## src/rtl/bcd_display_scan.sv

```systemverilog
// Four-digit seven-segment scanner: snapshots the BCD digits and sign once per
// frame and rotates through units/tens/hundreds/sign. Define BCD_SCAN_BLANK_EN for leading-zero blanking.
module bcd_display_scan #(
  parameter int PRESCALE = 50000
) (
  input  logic       clk,
  input  logic       reset,
  input  logic [3:0] centena,
  input  logic [3:0] dezena,
  input  logic [3:0] unidade,
  input  logic       negative,
  output logic [6:0] seg,
  output logic [3:0] an,
  output logic       frame
);

  localparam int CW = (PRESCALE > 1) ? $clog2(PRESCALE) : 1;
  localparam logic [CW-1:0] CNT_MAX = CW'(PRESCALE - 1);

`ifdef BCD_SCAN_BLANK_EN
  localparam bit BLANK_EN = 1'b1;
`else
  localparam bit BLANK_EN = 1'b0;
`endif

  localparam logic [6:0] SEG_BLANK = 7'b1111111;
  localparam logic [6:0] SEG_MINUS = 7'b0111111;

  logic [CW-1:0] r_cnt;
  logic [1:0]    r_idx;
  logic [3:0]    r_c;
  logic [3:0]    r_d;
  logic [3:0]    r_u;
  logic          r_neg;

  logic          w_step;
  logic          w_load;
  logic [1:0]    w_idx_next;
  logic [3:0]    w_c;
  logic [3:0]    w_d;
  logic [3:0]    w_u;
  logic          w_neg;
  logic [6:0]    w_seg_next;
  logic [3:0]    w_an_next;

  function automatic logic [6:0] f_seg(input logic [3:0] v);
    logic [6:0] s;
    case (v)
      4'd0:    s = 7'b1000000;
      4'd1:    s = 7'b1111001;
      4'd2:    s = 7'b0100100;
      4'd3:    s = 7'b0110000;
      4'd4:    s = 7'b0011001;
      4'd5:    s = 7'b0010010;
      4'd6:    s = 7'b0000010;
      4'd7:    s = 7'b1111000;
      4'd8:    s = 7'b0000000;
      4'd9:    s = 7'b0010000;
      default: s = 7'b0000110;
    endcase
    return s;
  endfunction

  assign w_step     = (r_cnt == CNT_MAX);
  assign w_idx_next = r_idx + 2'd1;
  // The 3->0 step shows the fresh inputs immediately, so digit 0 bypasses the snapshot.
  assign w_load     = (r_idx == 2'd3);
  assign w_c        = w_load ? centena  : r_c;
  assign w_d        = w_load ? dezena   : r_d;
  assign w_u        = w_load ? unidade  : r_u;
  assign w_neg      = w_load ? negative : r_neg;
  assign w_an_next  = ~(4'b0001 << w_idx_next);

  always_comb begin
    w_seg_next = SEG_BLANK;
    case (w_idx_next)
      2'd0: w_seg_next = f_seg(w_u);
      2'd1: begin
        if (BLANK_EN && (w_c == 4'd0) && (w_d == 4'd0)) w_seg_next = SEG_BLANK;
        else                                            w_seg_next = f_seg(w_d);
      end
      2'd2: begin
        if (BLANK_EN && (w_c == 4'd0)) w_seg_next = SEG_BLANK;
        else                           w_seg_next = f_seg(w_c);
      end
      default: w_seg_next = w_neg ? SEG_MINUS : SEG_BLANK;
    endcase
  end

  always_ff @(posedge clk or posedge reset) begin
    if (reset) begin
      r_cnt <= '0;
      r_idx <= 2'd3;
      r_c   <= 4'd0;
      r_d   <= 4'd0;
      r_u   <= 4'd0;
      r_neg <= 1'b0;
      an    <= 4'b1111;
      seg   <= SEG_BLANK;
      frame <= 1'b0;
    end else begin
      frame <= 1'b0;
      if (w_step) begin
        r_cnt <= '0;
        r_idx <= w_idx_next;
        an    <= w_an_next;
        seg   <= w_seg_next;
        if (w_load) begin
          r_c   <= centena;
          r_d   <= dezena;
          r_u   <= unidade;
          r_neg <= negative;
          frame <= 1'b1;
        end
      end else begin
        r_cnt <= r_cnt + 1'b1;
      end
    end
  end

endmodule

```

## config.mk

```make
export PLATFORM = sky130hd
export DESIGN_NAME = bcd_display_scan
export DESIGN_NICKNAME = d
export VERILOG_FILES = /design/src/rtl/bcd_display_scan.sv
export SDC_FILE = /design/constraint.sdc
export NUM_CORES = 1
export LEC_CHECK = 0
export BUFFER_PORTS_ARGS = -buffer_cell sky130_fd_sc_hd__buf_2
export CAP_MARGIN = 20
export CORE_UTILIZATION = 50
export DETAILED_ROUTE_END_ITERATION = 6
export PLACE_DENSITY = 0.7
export SETUP_SLACK_MARGIN = 0.2
export SYNTH_ARGS = -nofsm -noshare
export SYNTH_HDL_FRONTEND = slang
export SYNTH_SLANG_ARGS = --single-unit
```

## constraint.sdc

```tcl
create_clock -name clk -period 5.5 [get_ports clk]
set_clock_uncertainty 0.05 [all_clocks]
set_input_delay 0.55 -clock clk [delete_from_list [all_inputs] [get_ports clk]]
set_output_delay 0.55 -clock clk [all_outputs]
set_load 0.05 [all_outputs]
```

Word-level counts from Yosys, hierarchy flattened
Memory sizes are Yosys's and may differ from the RTL's.
Index checks and enable logic that the tools add are counted.
{ "totals": {"elab_cells": 30, "ff_bits": 43, "n_memories": 3, "input_bits": 15, "output_inout_bits": 12, "mem_bits_ro": 336} }
{ "classes": {"bitwise": 1, "reduce_logical": 1, "muxes": 9, "eq_ne": 4, "shift": 1, "add_sub_neg": 2} }
{ "mem_list": {"columns": ["name", "depth", "width", "rd", "rd_ports_with_merged_regs", "write_ports", "line", "rtl"], "rows": [
  ["(no name shown)", 16, 7, 1, 0, 0, "48", "case (v)"],
  ["(no name shown)", 16, 7, 1, 0, 0, "48", null],
  ["(no name shown)", 16, 7, 1, 0, 0, "48", null]
]} }
{ "op_table": {"columns": ["op", "n"], "rows": [
  ["$pmux 7 s3", 1],
  ["$add 16x1->16 const B", 1],
  ["$eq 16x16->1 const B", 1],
  ["$mux 16", 1],
  ["$mux 4", 3],
  ["$mux 7", 1],
  ["$eq 2x2->1 const B", 2],
  ["$not 4->4", 1],
  ["$shl 1x2->4 const A", 1],
  ["$mux 1", 3],
  ["$add 2x1->2 const B", 1],
  ["$eq 2x1->1 const B", 1],
  ["$logic_not 2->1", 1]
]} }

Longest topological paths before layout
{ "depth": {"depth_word": 4, "mapped_depth": 11} }

Least setup slack after synthesis
Ideal clock, no wire load.
{ "synth_path": {"path_kind": "register to register", "from": "reg r_idx[1]", "to": "reg seg[3]", "arrival_ns": 2.838, "synth_period_minus_slack_ns": 2.968, "path_slack_ns": 2.532, "required_time_ns": 5.370, "setup_ns": 0.080, "path_stages_with_launch": 12, "path_cell_list": "dfstp_2 ha_1 buf_2 clkbuf_1 buf_2 mux2i_1 inv_1 ha_1 mux2_2 a21oi_1 o21ai_0 o22a_1"} }
{ "synth_via": {"elab_chain_cells": 4, "elab_cells_between_ends": 12, "cone_classes": "add/sub: 1; eq/ne: 3; mux: 4; reduce/logical: 1; memory: 3"} }
{ "synth_rtl": {"columns": ["element", "line", "rtl"], "rows": [
  ["start: declaration", "30", "logic [1:0] r_idx;"],
  ["start signal: assignment", "105", "r_idx <= w_idx_next;"],
  ["$eq 2x2->1", "67", "assign w_load = (r_idx == 2'd3);"],
  ["$mux 4", null, null],
  ["named net w_u[0]", "41", "logic [3:0] w_u;"],
  ["$mem_v2 16x7", null, null],
  ["$pmux 7 s3", "76", "case (w_idx_next)"],
  ["end signal: assignment", "107", "seg <= w_seg_next;"],
  ["end: declaration", "12", "output logic [6:0] seg,"]
]} }
The timed path passes the listed nets, and every way through them passes these cells.
A chain may end at the register's enable or synchronous reset.

Worst setup path in the final report
{ "layout_path": {"from": "reg r_idx[1]", "to": "reg seg[5]"} }
{ "layout_via": {"elab_chain_cells": 4, "elab_cells_between_ends": 12, "cone_classes": "add/sub: 1; eq/ne: 3; mux: 4; reduce/logical: 1; memory: 3"} }
{ "layout_rtl": {"columns": ["element", "line", "rtl"], "rows": [
  ["$eq 2x2->1", "67", null],
  ["$mux 4", null, null],
  ["named net w_c[1]", "39", "logic [3:0] w_c;"],
  ["$mem_v2 16x7", null, null],
  ["$pmux 7 s3", "76", null]
]} }
The timed path passes the listed nets, and every way through them passes these cells.

==> summary.md <==
Yosys mapped a number of flops with a built-in enable equal to 0. After synthesis, the netlist uses 46 different library cells. Leftover overflow at the end of global routing: 0. The initial antenna violation count is 0, and the sequential area share after synthesis is 40.79%. The floorplan step set the die width to 73.49 um. For this design the static power due to leakage is 1.298 nW. The final routed wire length divided by cell count is 14.90 um, and the antenna cell count is 0. The share of the clock period used by the worst path was 54.00%; the maximum root-to-sink buffer count was 2. Of all cell types, the one taking the most synthesized area is dfrtp_1.

The net count of the finished layout is 325, and the post-CTS clock slew at the launch and capture registers of the worst setup and hold paths is 0.08 ns. At the end of routability-driven placement, the weighted congestion stood at 0.8363. In this run the worst path has a maximum fanout of 27. The synthesized instance count came out at 259.

The post-synthesis net count is 298. The power after layout came out at 541.4 uW. The most used flip-flop cell after synthesis was dfrtp_1. The first global-routing pass estimated 8.749 mm of wire. TritonCTS built the clock tree. Placeable core region: 0.004817 sq mm. The worst setup path is launched from a flip-flop.

On the final layout, the worst hold slack is 0.3061 ns. Summing over every cut layer, the via total after detailed routing is 1,934. Across the run, the number of max-cap violations was 0. The filler cells instantiated in the layout total 459.

At the pin with the least slew margin, the transition time is 0.7664 ns. The tools report the worst setup timing slack at the placement stage as 2.524 ns. The fraction of layout instances using a drive strength above 1 is 19.51%, and the total iterations of the first detailed-routing run is 4. Setup total negative slack on the finished layout was measured at 0 ns. Excluding fillers, the count of instances in the completed layout stands at 354. After detailed routing, the number of remaining DRC violations is 0. The via count of the first global-routing pass was 1,836.

The final layout contains routed wiring with a total length of 5.275 mm. Setup repair after global routing left no endpoint under its margin. The tools report the detailed router's first-iteration violation count as 92.

Yosys printed 0 warnings. The critical path in this run is classified as flip-flop to flip-flop. The run gives 0.31 ns as the later-pin clock latency in the skew report. Measured along the y axis, the die boundary spans 73.49 um.

The tools report the clock net sink count as 41. The share of synthesized area in the top cell type comes to 27.42%. Setup violations remaining at the end of the flow were counted as 0. For flop-to-flop paths, the worst setup slack is 2.53 ns.

Entering global routing, the biggest net connects 42 pins. The type of the tightest min-delay check is primary input to asynchronous set/reset pin. Compared with the post-synthesis result, the final layout area differs by 10.92%.

After detailed placement, the design holds a cell count of 346. Cells fill 58.83% of the core in the end. The cts-stage hold buffer count is 0. Number of pins exceeding their max-slew limit in the final report: 0. By area the synthesized netlist is led by dfrtp_1 27%, dfstp_2 13%, ha_1 12%.

The synthesized area per cell is 9.865 sq um. The run finished with clean final reports. For the worst setup path, the data required time is 5.67 ns. For the number of levels in the clock H-tree, the log shows 2. After synthesis the netlist holds a flip-flop and latch count of 41. The run gives 0.08713 mV as the maximum vdd ir drop. During placement, the flow inserted port buffers numbering 26. The element type at the critical path end is a flip-flop. The clock period could shrink to 2.970 ns. The number of CTS-inserted buffers was 5. The run gives 3.14 ns as the worst path arrival time. After detailed routing, the number of vias per cell comes to 5.463. The worst setup slack after layout is 2.530 ns.

The power per unit of standard cell area came out at 191.0 mW/mm^2. Across every metal layer, demand over resource in global routing totals 21.40%. In this run, post-CTS repair resized a total of 0 instances. The run gives 53.04% as the initial standard-cell utilization of the core. The buffers inserted during post-CTS setup optimization came out at 0.

Headroom to the max-slew limit came out at 47.44%. The count of standard-cell rows is 25, and the final hold violation count is 0. Area of all placed cells without fillers: 0.002834 sq mm. 27 I/O pins were placed. Summing every instance area after synthesis gives 0.002555 sq mm. Counting flops with an async set or reset pin after synthesis yields a share of 100.0%. The half-perimeter wire length after placement is 3.801 mm, and the total die area is 0.005400 sq mm. The root buffer cell chosen for the clock tree is clkbuf_8. For the maximum achievable frequency, the log shows 336.7 MHz. The tools report the post-detailed-route count of antenna-violating nets as 0. In this run the cell area measured after placement is 0.002740 sq mm.
-- power breakdown --
part,switching [mW],internal [mW],total (mW)
logic,0.0160,0.00899,0.0250
clock network,0.111,0.102,0.213
registers,0.000708,0.302,0.303
-- flip-flops by register name, indices dropped and copies added, names as in the netlist --
register,flops
r_neg,1
an,4
r_cnt,16
r_u,2
r_idx,2
seg,7
frame,1
r_c,4
r_d,4
-- cells in the mapped netlist (all sizes together) (2+ instances only) --
master and count:
dfrtp 28, nor3 3, nand3 10, clkbuf 3
nor2b 3, buf 6, nor4 4, inv 14
o22a 2, ha 24, o21ai 27, a211oi 2
o31ai 2, a21oi 5, nor2 17, nor3b 3
mux2i 17, xor2 11, and4 2, or3 2
and3 3, dfstp 13, a2111oi 4, o211ai 2
nand2b 2, mux2 4, xnor2 4, nand2 30
-- cell families after synthesis --
| logic type | after synthesis | share of synthesized area [%] |
|---|---|---|
| AND/OR/NAND/NOR | 85 | 16.85 |
| AO/OA/AOI/OAI | 50 | 12.15 |
| flip-flops | 41 | 40.79 |
| adder cells (fa/ha/maj) | 24 | 11.75 |
| buffers and inverters | 23 | 4.407 |
| multiplexers | 21 | 8.913 |
| XOR/XNOR | 15 | 5.142 |
-- layout by cell type (no fill, tap or decap), types with 3 or more instances in the layout --
cell type / count
xor2_1: 11
dfrtp_1: 28
mux2i_1: 16
nor2_1: 17
xnor2_1: 4
nor2b_1: 3
nor3b_1: 3
o21ai_1: 17
clkbuf_8: 6
nand3_1: 10
ha_1: 24
inv_1: 14
buf_2: 26
buf_4: 3
nor4_1: 3
a2111oi_0: 3
nor3_1: 3
and3_1: 3
a21oi_1: 5
o21ai_0: 10
nand2_1: 30
dfstp_2: 13
-- critical path, stage by stage, from the launching register on --
cell and delay [ns]:
dfstp_2 0.56, ha_1 0.14, buf_4 0.32, mux2i_1 0.52
inv_1 0.16, ha_1 0.23, o211ai_1 0.24, a21oi_1 0.07
a2111oi_0 0.49, o21ai_1 0.11
-- final cells by class --
cell class              count  area, sq um  share of cell area [%]
clock buffers               7        86.33                   3.046
multi-input cells         195         1409                   49.71
clock inverters             1        7.507                  0.2649
inverters                  14        52.55                   1.854
well taps                  67        83.83                   2.958
repair buffers             29        152.6                   5.386
flip-flops and latches     41         1042                   36.78
-- metal layers --
| layer | vias to the layer above | share of wire (%) | global-route usage (%) |
|---|---|---|---|
| met3 | 10 | 4.9 | 5.487 |
| met1 | 907 | 49 | 29.55 |
| li1 | 966 | - | - |
| met5 | - | 0 | 0 |
| met2 | 51 | 45 | 32.62 |
| met4 | 0 | 1.6 | 7.265 |
-- path summary, 6_finish.rpt --
kind / to / cells after the start / startpoint
setup / recovery: seg[5] / 9 / r_idx[1]
setup reg to reg: seg[5] / 9 / r_idx[1]
max in group asynchronous: an[3] / 3 / reset
hold reg to reg: an[3] / 2 / an[3]
hold / removal: r_c[0] / 3 / reset
min in group clk: an[3] / 2 / an[3]
(Power assumes the default switching activity.)
